[config.mk]
export PLATFORM = sky130hd
export DESIGN_NAME = int_controller
export DESIGN_NICKNAME = d
export VERILOG_FILES = /design/src/rtl/int_controller.sv
export SDC_FILE = /design/constraint.sdc
export NUM_CORES = 1
export LEC_CHECK = 0
export BUFFER_PORTS_ARGS = -buffer_cell sky130_fd_sc_hd__buf_2
export CORE_MARGIN = 3
export CORE_UTILIZATION = 43
export CTS_CLUSTER_DIAMETER = 80
export DETAILED_ROUTE_END_ITERATION = 12
export PLACE_DENSITY = 0.69
export SYNTH_ARGS = -nofsm -noshare
export SYNTH_HDL_FRONTEND = slang
export SYNTH_SLANG_ARGS = --single-unit
[constraint.sdc]
create_clock -name clk -period 3.3 [get_ports clk]
set_clock_uncertainty 0.1 [all_clocks]
set_input_delay 0.495 -clock clk [delete_from_list [all_inputs] [get_ports clk]]
set_output_delay 0.495 -clock clk [all_outputs]
set_load 0.005 [all_outputs]
[src/rtl/int_controller.sv]
// Four-line edge-triggered interrupt controller: pending latch, enable mask,
// fixed-priority arbitration (irq[0] highest) and a take/service handshake with the CPU.
module int_controller #(
    parameter int unsigned         PC_WIDTH = 10,
    parameter logic [PC_WIDTH-1:0] VEC0     = 10'b1111111011,
    parameter logic [PC_WIDTH-1:0] VEC1     = 10'b1111111110,
    parameter logic [PC_WIDTH-1:0] VEC2     = 10'b1111111101,
    parameter logic [PC_WIDTH-1:0] VEC3     = 10'b1111111100
) (
    input  logic                clk,
    input  logic                reset,
    input  logic [3:0]          irq,
    input  logic                ie_we,
    input  logic [3:0]          ie_wd,
    input  logic                fetch,
    input  logic                iret,
    output logic                int_take,
    output logic [PC_WIDTH-1:0] vector,
    output logic [1:0]          irq_id,
    output logic                int_active,
    output logic [3:0]          pending,
    output logic [3:0]          ie
);

    typedef enum logic [1:0] {
        IDLE,
        TAKE,
        SERVICE
    } state_t;

    state_t              state;
    logic [3:0]          irq_prev;
    logic [3:0]          edges;
    logic [3:0]          eligible;
    logic [3:0]          grant;
    logic [1:0]          winner;
    logic [PC_WIDTH-1:0] win_vec;
    logic                accept;

    always_comb begin
        edges    = irq & ~irq_prev;
        eligible = pending & ie;

        winner = '0;
        priority casez (eligible)
            4'b???1: winner = 2'd0;
            4'b??10: winner = 2'd1;
            4'b?100: winner = 2'd2;
            4'b1000: winner = 2'd3;
            default: winner = '0;
        endcase

        win_vec = VEC0;
        case (winner)
            2'd0:    win_vec = VEC0;
            2'd1:    win_vec = VEC1;
            2'd2:    win_vec = VEC2;
            default: win_vec = VEC3;
        endcase

        accept = (state == IDLE) && fetch && (eligible != '0);
        grant  = accept ? (4'b0001 << winner) : '0;
    end

    always_ff @(posedge clk or posedge reset) begin
        if (reset) begin
            state      <= IDLE;
            irq_prev   <= '0;
            pending    <= '0;
            ie         <= '0;
            vector     <= '0;
            irq_id     <= '0;
            int_take   <= 1'b0;
            int_active <= 1'b0;
        end else begin
            irq_prev <= irq;
            // A fresh edge on the line being accepted keeps it pending.
            pending  <= (pending & ~grant) | edges;
            if (ie_we) ie <= ie_wd;

            case (state)
                IDLE: begin
                    if (accept) begin
                        state      <= TAKE;
                        int_take   <= 1'b1;
                        int_active <= 1'b1;
                        vector     <= win_vec;
                        irq_id     <= winner;
                    end
                end
                TAKE: begin
                    state    <= SERVICE;
                    int_take <= 1'b0;
                end
                SERVICE: begin
                    if (iret) begin
                        state      <= IDLE;
                        int_active <= 1'b0;
                    end
                end
                default: begin
                    state      <= IDLE;
                    int_take   <= 1'b0;
                    int_active <= 1'b0;
                end
            endcase
        end
    end

endmodule

Word-level counts from Yosys, hierarchy flattened

Index checks and enable logic that the tools add are counted.

Bits in registers: 28
Output and inout bits: 22
Logic and storage cells: 45

Eq/ne operators: 9
Shifts and indexed selects: 1
Muxes and demuxes: 10
Bitwise logic cells: 8
Reduce and logical (&&, ||, !) cells: 9

Operators by type and width:

| cell                  | number |
|---|---|
| $and A4 B4 Y4         | 3 |
| $pmux W2 S3           | 2 |
| $pmux W3 S3           | 1 |
| $not A4 Y4            | 2 |
| $eq A2 B2 Y1 const B  | 3 |
| $reduce_and A2 Y1     | 3 |
| $eq A2 B1 Y1 const B  | 2 |
| $eq A4 B4 Y1 const B  | 1 |
| $logic_not A2 Y1      | 2 |
| $mux W2               | 2 |
| $mux W4               | 1 |
| $ne A2 B2 Y1 const B  | 2 |
| $or A4 B4 Y4          | 1 |
| $reduce_bool A4 Y1    | 1 |
| $shl A1 B2 Y4 const A | 1 |
| $eq A3 B3 Y1 const B  | 1 |
| $pmux W1 S3           | 1 |
| $reduce_and A3 Y1     | 1 |
| $logic_and A1 B1 Y1   | 2 |
| $mux W1               | 2 |
| $not A1 Y1            | 2 |
| $pmux W1 S2           | 1 |

Depth between registers and ports, before layout

Depth in word-level cells: 8
Depth in mapped cells: 4
Gate-level depth less buffers: 3

Least setup slack after synthesis

Ideal clock, no wire load.

Path kind: in2reg
Start point: input fetch
End point: register irq_id[0]
Setup time: 0.132 ns
Data arrival time: 1.222 ns
Data required time: 3.068 ns
Slack: 1.847 ns
Cell stages on the path: 4
Buffers on the path: 1
Path through: or3b_1 > buf_6 > a21oi_4 > o22ai_1

Longest elaborated chain between the ends: 3

Ends and longest elaborated chain:

| element                            | RTL line | source |
|---|---|---|
| from (decl)                        | 15       | `input logic fetch,` |
| $logic_and A1 B1 Y1 (2 in a row)   | 61       | `accept = (state == IDLE) && fetch && (eligible != '0);` |
| $reduce_and A2 Y1 (no source line) | -        |  |
| to (signal assigned)               | 88       | `irq_id <= winner;` |
| to (decl)                          | 19       | `output logic [1:0] irq_id,` |

No other way between the ends.
A chain may end at the register's enable or synchronous reset.

Final worst setup path

Start point: register ie[1]
End point: register vector[8]

Longest elaborated chain between the ends: 4

Ends and longest elaborated chain:

| element                            | RTL line | source |
|---|---|---|
| from (decl)                        | 22       | `output logic [3:0] ie` |
| from (signal assigned)             | 79       | `if (ie_we) ie <= ie_wd;` |
| $and A4 B4 Y4                      | 42       | `eligible = pending & ie;` |
| $reduce_bool A4 Y1                 | 61       |  |
| $logic_and A1 B1 Y1                | 61       |  |
| $reduce_and A2 Y1 (no source line) | -        |  |
| to (signal assigned)               | 87       | `vector <= win_vec;` |
| to (decl)                          | 18       | `output logic [PC_WIDTH-1:0] vector,` |

No other way between the ends.

==> out/qor.txt <==
Outcome = completed
Clock period minus worst slack = 1.60 ns
Starting Density = 0.484
Clock sinks = 22
Worst-path clk slew = 0.12 ns
Final wirelength = 1.68 mm
Worst setup EP type = register
DRC = 0
Relative slew slack = 0.473
Max Cap Viol = 0
DRT Pass-1 Iters = 3
Most frequent cells in the layout = 34 x buf_2, 22 x dfrtp_1, 8 x inv_1
Vias in the first global route = 604
Most common cell after layout, fill and taps aside = buf_2
Slowest stage delay, CP = 0.50 ns
Gr usage total = 0.148
YS warnings = 0
Clock tree buffer depth = 2
Count of cell types in the netlist = 21
H-tree depth = 1
N_diodes = 0
IO Pins = 35
Worst vdd ir = 0.000504 V
CTS tree = yes
Synth Instances = 71
Core ar. = 1840 um2
Final #Nets = 116
DR iter-0 viols = 9
IO buf count = 34
PostCTS Resize Cnt = 0
Initial antenna violation count = 0
Overall power = 0.000761 W
Die area = 2650 um2
Pins over their slew limit = 0
WHS = 0.200 ns
WL/cell = 13.2 um
First-pass GRT wire length = 2.86 mm
RePlAce Congestion = 0.703
Pleak = 0.516 nW
CTS root buffer = clkbuf_4
Post-DP HPWL = 1.30 mm
CP max-delay cell = a22oi_1
Final period util = 0.484
ANT nets after route = 0
RSZ-0062 raised after global routing = no
Avg Cell Area, Syn = 12.5 um2
Startpoint Class = register
Grt ovf = 0
# Post-CTS Setup Buffers = 0
Hold-fix buffers, CTS = 0
Worst-margin pin slew = 0.790 ns
Mapped Nets = 84
Final Hold Viols = 0
Die W = 51.5 um
Placement Rows = 15
Crit path required time = 3.40 ns
Synthesized area = 891 um2
Crit path DAT = 1.70 ns
CTS buffer count = 3
CP cell instances = a22oi_1 -> a21oi_4 -> or2_2
Vias/cell = 4.86
Clock Latency Late Sink = 0.31 ns
Seq/Total Area, Yosys = 0.618
F_max = 626 MHz
Final setup vio count = 0
Syn-to-layout area delta = 20.4%
Synthesized flop and latch total = 22
Die H = 51.5 um
Largest net degree at the start of global routing = 23
DR vias = 617
PwrDens = 710 nW/um2
Setup TNS after final layout = 0 ns
Critical path class = register to register
Worst hold path class = input port to register
Layout cells sized above 1 = 0.461
Worst-path maximum fanout = 7
==> synth_stat cells <==
master   number  area share
nor2_1        1      0.0042
a32oi_1       1      0.0098
or3b_1        1      0.0098
nand3_1       3       0.017
a21o_2        2       0.020
nor3b_1       1      0.0084
a22o_1        4       0.039
o22a_2        1       0.011
nand4_1       1      0.0070
or2_2         1      0.0070
buf_4         6       0.051
o22ai_1       1      0.0070
o22a_1        2       0.020
dfrtp_1      22        0.62
a22oi_1       2       0.017
nand2_1       4       0.017
o21ai_0       4       0.022
a21oi_4       1       0.018
buf_6         1       0.013
inv_1         8       0.034
mux2_2        4       0.051
==> worst max-delay path, delay by kind of cell (launching register included) <==
kind	cells	cell delay (ns)
compound gates	2	0.65
flops	1	0.44
simple gates	1	0.30
==> where the power goes <==
group / switching (W) / leakage [nW] / internal (W) / total (W)
sequential: 0.0000526 / 0.247 / 0.000342 / 0.000395
combinational: 0.000106 / 0.248 / 0.000113 / 0.000219
clock: 0.0000800 / 0.0210 / 0.0000674 / 0.000147
total: 0.000238 / 0.516 / 0.000523 / 0.000761
==> per-layer routing <==
| metal | track usage | routed length [um] | up-vias |
|---|---|---|---|
| li1 | - | - | 307 |
| met1 | 0.207 | 766 | 283 |
| met5 | 0 | 0 | - |
| met4 | 0.0786 | 40 | 0 |
| met3 | 0.0287 | 125 | 5 |
| met2 | 0.218 | 745 | 22 |
==> sequential cells by signal, indices dropped and copies added, names as in the netlist <==
name        flops
pending         4
int_active      1
ie              4
irq_id          2
state           2
irq_prev        4
vector          4
int_take        1
==> worst paths after layout <==
path                            cells after the start        from  slack [ns]     endpoint
worst max-delay path                                3       ie[1]        1.70    vector[8]
worst min-delay path                                1      irq[1]        0.20  irq_prev[1]
worst max register to register                      3       ie[1]        1.70    vector[8]
worst min register to register                      1  int_active        0.39   int_active
max in group asynchronous                           2       reset        2.40   int_active
min in group asynchronous                           2       reset        0.21   pending[2]
==> layout make-up <==
class,count,area (um2)
inverter,8,30.0
timing repair buffer,34,170
multi-input combinational,34,254
fill,171,767
clock buffer,4,36.3
tap,25,31.3
sequential,22,551
==> cells by family after synthesis <==
logic type | Yosys count | synth area share
flip-flops | 22 | 0.618
AO/OA/AOI/OAI | 18 | 0.164
buffers and inverters | 15 | 0.0969
AND/OR/NAND/NOR | 12 | 0.0702
multiplexers | 4 | 0.0506
==> metrics by stage <==
step / area (um2) / setup WS (ns) / utilization / cells
floorplan: 891 / 1.85 / - / 71
global placement: 1040 / 1.59 / 0.563 / 123
detailed placement: 1040 / 1.59 / 0.563 / 123
CTS: 1070 / 1.69 / 0.583 / 127
global route: 1070 / 1.58 / 0.583 / 127
finish: 1070 / 1.70 / 0.583 / 127
Power figures use the tool's default switching activity.
